`src/rtl/video_timing_gen_if.sv`:
```
// Raster timing bundle: the raster advance request going in, position counters
// and sync/qualifier/pulse outputs coming out of video_timing_gen.
interface video_timing_gen_if;
  logic        enable;
  logic [11:0] pixel_cnt;
  logic [11:0] line_cnt;
  logic        video_on;
  logic        hsync;
  logic        vsync;
  logic        line_start;
  logic        frame_start;

  modport master (
    input  enable,
    output pixel_cnt,
    output line_cnt,
    output video_on,
    output hsync,
    output vsync,
    output line_start,
    output frame_start
  );

  modport slave (
    output enable,
    input  pixel_cnt,
    input  line_cnt,
    input  video_on,
    input  hsync,
    input  vsync,
    input  line_start,
    input  frame_start
  );
endinterface

```
`src/rtl/video_timing_gen.sv`:
```
// Raster timing generator: pixel/line counters, one phase FSM per axis, and registered
// outputs decoded from next state so they always match the counters of the same cycle.
module video_timing_gen #(
  parameter int   H_ACTIVE = 1280,
  parameter int   H_FP     = 48,
  parameter int   H_SYNC   = 112,
  parameter int   H_BP     = 248,
  parameter int   V_ACTIVE = 1024,
  parameter int   V_FP     = 1,
  parameter int   V_SYNC   = 3,
  parameter int   V_BP     = 38,
  parameter logic H_POL    = 1'b1,
  parameter logic V_POL    = 1'b1
) (
  input  logic              rfr_clk,
  input  logic              reset_n,
  video_timing_gen_if.master vt_if
);

  localparam int H_TOTAL = H_ACTIVE + H_FP + H_SYNC + H_BP;
  localparam int V_TOTAL = V_ACTIVE + V_FP + V_SYNC + V_BP;

  if ((H_TOTAL > 4096) || (V_TOTAL > 4096)) begin : g_param_err
    $error("video_timing_gen: H_TOTAL and V_TOTAL must both be <= 4096");
  end

  localparam logic [11:0] L_H_LAST = 12'(H_TOTAL - 1);
  localparam logic [11:0] L_V_LAST = 12'(V_TOTAL - 1);

  typedef enum logic [1:0] {
    PH_ACTIVE = 2'd0,
    PH_FRONT  = 2'd1,
    PH_SYNC   = 2'd2,
    PH_BACK   = 2'd3
  } phase_t;

  logic [11:0]      r_pixel_cnt;
  logic [11:0]      r_line_cnt;
  logic [11:0]      w_pixel_next;
  logic [11:0]      w_line_next;
  logic             w_h_wrap;
  logic             w_v_wrap;
  logic [1:0][1:0]  w_phase_next;   // [0] horizontal, [1] vertical

  logic             r_video_on;
  logic             r_hsync;
  logic             r_vsync;
  logic             r_line_start;
  logic             r_frame_start;

  always_comb begin
    w_h_wrap     = (r_pixel_cnt == L_H_LAST);
    w_v_wrap     = (r_line_cnt == L_V_LAST);
    w_pixel_next = r_pixel_cnt;
    w_line_next  = r_line_cnt;
    if (vt_if.enable) begin
      if (w_h_wrap) begin
        w_pixel_next = '0;
        w_line_next  = w_v_wrap ? '0 : r_line_cnt + 12'd1;
      end else begin
        w_pixel_next = r_pixel_cnt + 12'd1;
      end
    end
  end

  always_ff @(posedge rfr_clk or negedge reset_n) begin
    if (!reset_n) begin
      r_pixel_cnt <= L_H_LAST;
      r_line_cnt  <= L_V_LAST;
    end else begin
      r_pixel_cnt <= w_pixel_next;
      r_line_cnt  <= w_line_next;
    end
  end

  // Both axes share one phase machine shape; only the count source, the advance
  // condition and the boundaries differ. The V machine steps only on the H wrap.
  for (genvar gi = 0; gi < 2; gi++) begin : g_phase
    localparam logic [11:0] L_END_ACTIVE = (gi == 0) ? 12'(H_ACTIVE - 1)
                                                     : 12'(V_ACTIVE - 1);
    localparam logic [11:0] L_END_FRONT  = (gi == 0) ? 12'(H_ACTIVE + H_FP - 1)
                                                     : 12'(V_ACTIVE + V_FP - 1);
    localparam logic [11:0] L_END_SYNC   = (gi == 0) ? 12'(H_ACTIVE + H_FP + H_SYNC - 1)
                                                     : 12'(V_ACTIVE + V_FP + V_SYNC - 1);
    localparam logic [11:0] L_END_BACK   = (gi == 0) ? L_H_LAST : L_V_LAST;

    logic [11:0] w_cnt;
    logic        w_adv;
    phase_t      r_state;
    phase_t      w_state_next;

    assign w_cnt = (gi == 0) ? r_pixel_cnt : r_line_cnt;
    assign w_adv = (gi == 0) ? vt_if.enable : (vt_if.enable && w_h_wrap);

    always_ff @(posedge rfr_clk or negedge reset_n) begin
      if (!reset_n) begin
        r_state <= PH_BACK;
      end else begin
        r_state <= w_state_next;
      end
    end

    always_comb begin
      w_state_next = r_state;
      if (w_adv) begin
        unique case (r_state)
          PH_ACTIVE: if (w_cnt == L_END_ACTIVE) w_state_next = PH_FRONT;
          PH_FRONT:  if (w_cnt == L_END_FRONT)  w_state_next = PH_SYNC;
          PH_SYNC:   if (w_cnt == L_END_SYNC)   w_state_next = PH_BACK;
          PH_BACK:   if (w_cnt == L_END_BACK)   w_state_next = PH_ACTIVE;
          default:                              w_state_next = PH_BACK;
        endcase
      end
    end

    assign w_phase_next[gi] = w_state_next;
  end

  always_ff @(posedge rfr_clk or negedge reset_n) begin
    if (!reset_n) begin
      r_video_on    <= 1'b0;
      r_hsync       <= ~H_POL;
      r_vsync       <= ~V_POL;
      r_line_start  <= 1'b0;
      r_frame_start <= 1'b0;
    end else begin
      r_video_on    <= (phase_t'(w_phase_next[0]) == PH_ACTIVE) &&
                       (phase_t'(w_phase_next[1]) == PH_ACTIVE);
      r_hsync       <= (phase_t'(w_phase_next[0]) == PH_SYNC) ? H_POL : ~H_POL;
      r_vsync       <= (phase_t'(w_phase_next[1]) == PH_SYNC) ? V_POL : ~V_POL;
      r_line_start  <= vt_if.enable && (w_pixel_next == 12'd0);
      r_frame_start <= vt_if.enable && (w_pixel_next == 12'd0) && (w_line_next == 12'd0);
    end
  end

  assign vt_if.pixel_cnt   = r_pixel_cnt;
  assign vt_if.line_cnt    = r_line_cnt;
  assign vt_if.video_on    = r_video_on;
  assign vt_if.hsync       = r_hsync;
  assign vt_if.vsync       = r_vsync;
  assign vt_if.line_start  = r_line_start;
  assign vt_if.frame_start = r_frame_start;

endmodule

```
`src/flat_wrapper.sv`:
```
// flat-port wrapper written by rule: the top's interface ports become plain ports
module video_timing_gen_flat 
#(
  parameter int   H_ACTIVE = 1280,
  parameter int   H_FP     = 48,
  parameter int   H_SYNC   = 112,
  parameter int   H_BP     = 248,
  parameter int   V_ACTIVE = 1024,
  parameter int   V_FP     = 1,
  parameter int   V_SYNC   = 3,
  parameter int   V_BP     = 38,
  parameter logic H_POL    = 1'b1,
  parameter logic V_POL    = 1'b1
)
  (rfr_clk, reset_n, vt_if_enable, vt_if_pixel_cnt, vt_if_line_cnt, vt_if_video_on, vt_if_hsync, vt_if_vsync, vt_if_line_start, vt_if_frame_start);
  video_timing_gen_if vt_if_i ();
  input  logic rfr_clk;
  input  logic reset_n;
  input wire logic [$bits(vt_if_i.enable)-1:0] vt_if_enable;
  output wire logic [$bits(vt_if_i.pixel_cnt)-1:0] vt_if_pixel_cnt;
  output wire logic [$bits(vt_if_i.line_cnt)-1:0] vt_if_line_cnt;
  output wire logic [$bits(vt_if_i.video_on)-1:0] vt_if_video_on;
  output wire logic [$bits(vt_if_i.hsync)-1:0] vt_if_hsync;
  output wire logic [$bits(vt_if_i.vsync)-1:0] vt_if_vsync;
  output wire logic [$bits(vt_if_i.line_start)-1:0] vt_if_line_start;
  output wire logic [$bits(vt_if_i.frame_start)-1:0] vt_if_frame_start;
  assign vt_if_i.enable = vt_if_enable;
  assign vt_if_pixel_cnt = vt_if_i.pixel_cnt;
  assign vt_if_line_cnt = vt_if_i.line_cnt;
  assign vt_if_video_on = vt_if_i.video_on;
  assign vt_if_hsync = vt_if_i.hsync;
  assign vt_if_vsync = vt_if_i.vsync;
  assign vt_if_line_start = vt_if_i.line_start;
  assign vt_if_frame_start = vt_if_i.frame_start;
  video_timing_gen #(.H_ACTIVE(H_ACTIVE), .H_FP(H_FP), .H_SYNC(H_SYNC), .H_BP(H_BP), .V_ACTIVE(V_ACTIVE), .V_FP(V_FP), .V_SYNC(V_SYNC), .V_BP(V_BP), .H_POL(H_POL), .V_POL(V_POL)) u_core (.rfr_clk(rfr_clk), .reset_n(reset_n), .vt_if(vt_if_i));
endmodule
```
`config.mk`:
```
export PLATFORM = sky130hd
export DESIGN_NAME = video_timing_gen_flat
export DESIGN_NICKNAME = d
export VERILOG_FILES = /design/src/rtl/video_timing_gen_if.sv /design/src/rtl/video_timing_gen.sv /design/src/flat_wrapper.sv
export SDC_FILE = /design/constraint.sdc
export NUM_CORES = 1
export LEC_CHECK = 0
export CORE_MARGIN = 3
export CORE_UTILIZATION = 35
export CTS_CLUSTER_SIZE = 20
export DETAILED_ROUTE_END_ITERATION = 7
export DONT_BUFFER_PORTS = 1
export SLEW_MARGIN = 20
export SYNTH_ARGS = -nofsm -noshare
export SYNTH_HDL_FRONTEND = slang
export SYNTH_SLANG_ARGS = --single-unit
```
`constraint.sdc`:
```
create_clock -name rfr_clk -period 3.7 [get_ports rfr_clk]
set_clock_uncertainty 0.1 [all_clocks]
set_input_delay 0.555 -clock rfr_clk [delete_from_list [all_inputs] [get_ports rfr_clk]]
set_output_delay 0.555 -clock rfr_clk [all_outputs]
set_load 0.005 [all_outputs]
```
==> metrics list <==
- Net Sw Frac: 32.87%
- Of all cell types, the one taking the most synthesized area is dfrtp_1.
- Final total negative setup slack: 0 ns
* Combined area of the multi-input logic cells: 1046 sq um
- Along the worst path, the maximum fanout reaches 10.
- Timing would allow up to 330.5 MHz.
- Internal power: 0.0006169 W
- At the worst endpoint, the arrival time is 3.13 ns.
- TritonCTS built the clock tree.
- The first global-routing pass estimated 8.024 mm of wire.
- Tightest Pin Transition: 0.5110 ns
* Rows: 26
* Final critical-path setup slack: 0.6741 ns
* Unrepaired setup endpoints after global routing: no
* GRT Overall Usage: 15.77%
* Fraction of final layout cells with drive strength greater than 1: 14.35%
* Width of the chip: 81.77 um
- After synthesis, the share of flip-flops with an asynchronous set or reset is 100.0%.
- Type of the worst setup path: reg -> reg
* Clock buffer count from CTS: 5
- Once detail routing completed, the nets flagged for antenna violations numbered 0.
* Die Footprint: 6686 sq um
- Per report_power, the combinational group accounts for 16.5% of the total.
* Count of warnings emitted by yosys: 0
- Run status: completed
- After detailed routing, the number of remaining DRC violations is 0.
* Syn Inst Count: 225
- Post-synthesis to final-layout area growth: 6.663%
- By area the synthesized netlist is led by dfrtp_1, dfstp_2, xnor2_1.
* Core area: 5335 sq um
- In this run, the number of DRC markers left after iteration 0 of detailed routing was 203.
- Sort of element at the start of the critical path: flip-flop
- Post-synth cell types: 50
- Portion of the clock cycle consumed by the worst path in the final layout: 81.78%
- Number of antenna violations at the first check in global routing: 0
- Synth Register Bits: 33
* Number of endpoints with negative hold slack in the final report: 0
- Power spread over the standard cell area amounts to 428.7 nW/um^2.
* Chip height: 81.77 um
* Critical path data required time: 3.80 ns
- Count of antenna diodes in the layout: 0
- Worst slack, placed: 0.6868 ns
- In this run the static leakage power is 0.8378 nW.
* Avg Cell Area, Syn: 8.931 sq um
- Wire length reported by the detailed router: 4.775 mm
* Sequential group share of total power: 54.6%
- Final max-slew violation count: 0
* RR Endpoint: u_core.vt_if.frame_start
- After the last flow step, the layout net total stands at 229.
* Placer Congestion: 0.8761
- For this design, the sink count on the clock tree is 33.
- CTS placed an instance of clkbuf_8 at the clock tree root.
- VDD sags by at most 0.0002299 V.
- Post-synthesis net count: 232
- Number of setup violations in the final report: 0
- In this run, the clock network consumes 28.9% of the power.
* Total global routing overflow: 0
- Sequential cells were found to cover 42.03% of the synthesized design area.
* Clock transition at the registers of the reported paths: 0.07 ns
* Worst relative slew slack: 65.62%
* Final HPWL DP: 3.433 mm
- The worst hold path terminates at u_core.vt_if.pixel_cnt[1].
- In this run the critical register-to-register path is launched from u_core.vt_if.pixel_cnt[0].
* Via Count: 1632
- The first TritonRoute pass finished after 4 iterations.
- In the synthesized netlist the dominant register cell turns out to be dfrtp_1.
- The synthesized design contains 0 enable-type register cells.
* Initial cell density of the core: 37.66%
- Time the worst path needs with I/O delays and setup: 3.026 ns
- FILL cells: 542
- Minimum setup slack among reg-to-reg paths: 0.67 ns
- The later pin in the worst-skew pair is clocked with a latency of 0.29 ns.
- Number of buffer cells added on primary ports: 0
* Number of buffers added for setup after CTS: 0
- Count of pins on the block boundary: 32
- The clock passes through at most 2 buffers.
* Net switching power figure: 0.0003020 W
- Share of the synthesized area in the top cell type: 22.42%
- Max-cap violations in this run came to 0.
- Cells on Worst Hold Path: 2
- The H-tree was split into 2 levels.
* Synthesized area: 2009 sq um
- For the worst flop-to-flop path, the logic depth is 7.
* Maximum number of pins on one net before global-route repair: 31
- The tightest min-delay check is of the in -> reg type.
- Avg WL per Cell: 16.30 um
- Critical path capture point type: flip-flop
* Hold_sp: vt_if_enable
- Number of global-route vias before repair: 1567
* Sequential cell area: 844.6 sq um
- Detailed-route vias per instance: 5.570
-- flip-flops by register name (all words and copies together) (netlist names) --
register / count
u_core.vt_if.line_cnt: 12
u_core.vt_if.pixel_cnt: 12
u_core.g_phase.r_state: 4
u_core.vt_if.frame_start: 1
u_core.vt_if.hsync: 1
u_core.vt_if.line_start: 1
u_core.vt_if.video_on: 1
u_core.vt_if.vsync: 1
-- per-layer routing --
metal	share of wire [%]	routed length [um]	GRT usage, %	up-vias
li1	-	-	-	807
met1	48	2269	21.75	757
met2	43	2049	22.46	56
met3	7.4	351	5.702	12
met4	2.2	104	5.814	0
met5	0	0	0	-
-- worst max-delay path, stage by stage, from the launching register on --
cell and delay (ns):
dfstp_2 0.59, ha_1 0.30, nand3_1 0.22, or4_4 0.66
nor3_1 0.25, xor2_1 0.11, or4b_1 0.49, nor4_2 0.21
-- through the flow --
stage,std cells,instance area (sq um),utilization [%],power (W),hold WS (ns)
final,293,2143,40.17,0.0009189,0.2645
after global placement,283,2031,38.06,0.0006479,0.1605
after floorplan,225,2009,-,0.0006234,0.1594
after CTS,293,2143,40.17,0.0009292,0.2627
after global routing,293,2143,40.17,0.0009814,0.2737
after detailed placement,283,2031,38.06,0.0006512,0.1605
-- cells in the mapped netlist, types with 3 or more instances --
cell type	instances
dfrtp_1	18
a31oi_1	3
nor3_1	8
or3_1	6
nor2_1	15
clkbuf_1	7
o21ai_0	11
a21oi_1	12
dfstp_2	15
and3_1	5
nand3_1	14
ha_1	4
nor4b_1	3
nand2_1	25
xnor2_1	12
nor4_1	6
inv_1	12
nand4_1	8
-- cell usage in the layout, fill, tap and decap left out, drive strengths merged, types with 2 or more instances in the layout --
cell	instances
a21oi	13
a31oi	3
and3	5
and4	2
buf	2
clkbuf	6
clkinv	2
dfrtp	18
dfstp	15
ha	4
inv	12
nand2	25
nand2b	2
nand3	14
nand4	8
nand4b	2
nor2	15
nor3	9
nor4	8
nor4b	3
o21ai	11
o21bai	2
or3	6
or4	2
or4b	2
xnor2	12
xor2	2
-- kinds of logic (layout without fill, tap and decap cells) --
group	count (synthesis)	count (layout)	share of synthesized area, %
xor+xnor	14	14	6.102
flops	33	33	42.03
fa+ha+maj	4	4	2.491
simple gates	106	106	29.58
compound gates	42	42	13.33
mux	1	1	0.5604
buf+inv	25	23	5.915
-- power by group through the flow --
stage               Clock (W)  Sequential, W  Combinational [W]
floorplan                   0       0.000446           0.000177
global placement            0       0.000508           0.000140
detailed placement          0       0.000510           0.000141
CTS                  0.000273       0.000504           0.000153
global route         0.000295       0.000515           0.000171
finish               0.000266       0.000502           0.000151
-- final cells by class --
class | count | area share, %
multi-input cells | 167 | 48.80
inverters | 12 | 2.102
clock buffers | 6 | 3.386
repair buffers | 3 | 1.751
clock inverters | 2 | 0.4670
flip-flops and latches | 33 | 39.40
well taps | 70 | 4.086
-- worst max-delay path by stage --
stage	start	slack, ns	cells past startpoint	to
detailed placement	u_core.vt_if.pixel_cnt[0]	0.69	7	u_core.vt_if.frame_start
global route	u_core.vt_if.pixel_cnt[0]	0.57	7	u_core.vt_if.frame_start
floorplan	u_core.vt_if.pixel_cnt[0]	0.75	9	u_core.vt_if.frame_start
global placement	u_core.vt_if.pixel_cnt[0]	0.75	7	u_core.vt_if.frame_start
finish	u_core.vt_if.pixel_cnt[0]	0.67	7	u_core.vt_if.frame_start
CTS	u_core.vt_if.pixel_cnt[0]	0.68	7	u_core.vt_if.frame_start
-- timing repair --
action / CTS / global route
hold endpoints to repair: 30 / 0
gates resized for setup: 0 / 0
hold buffers: 2 / 0
Power figures use the tool's default switching activity.
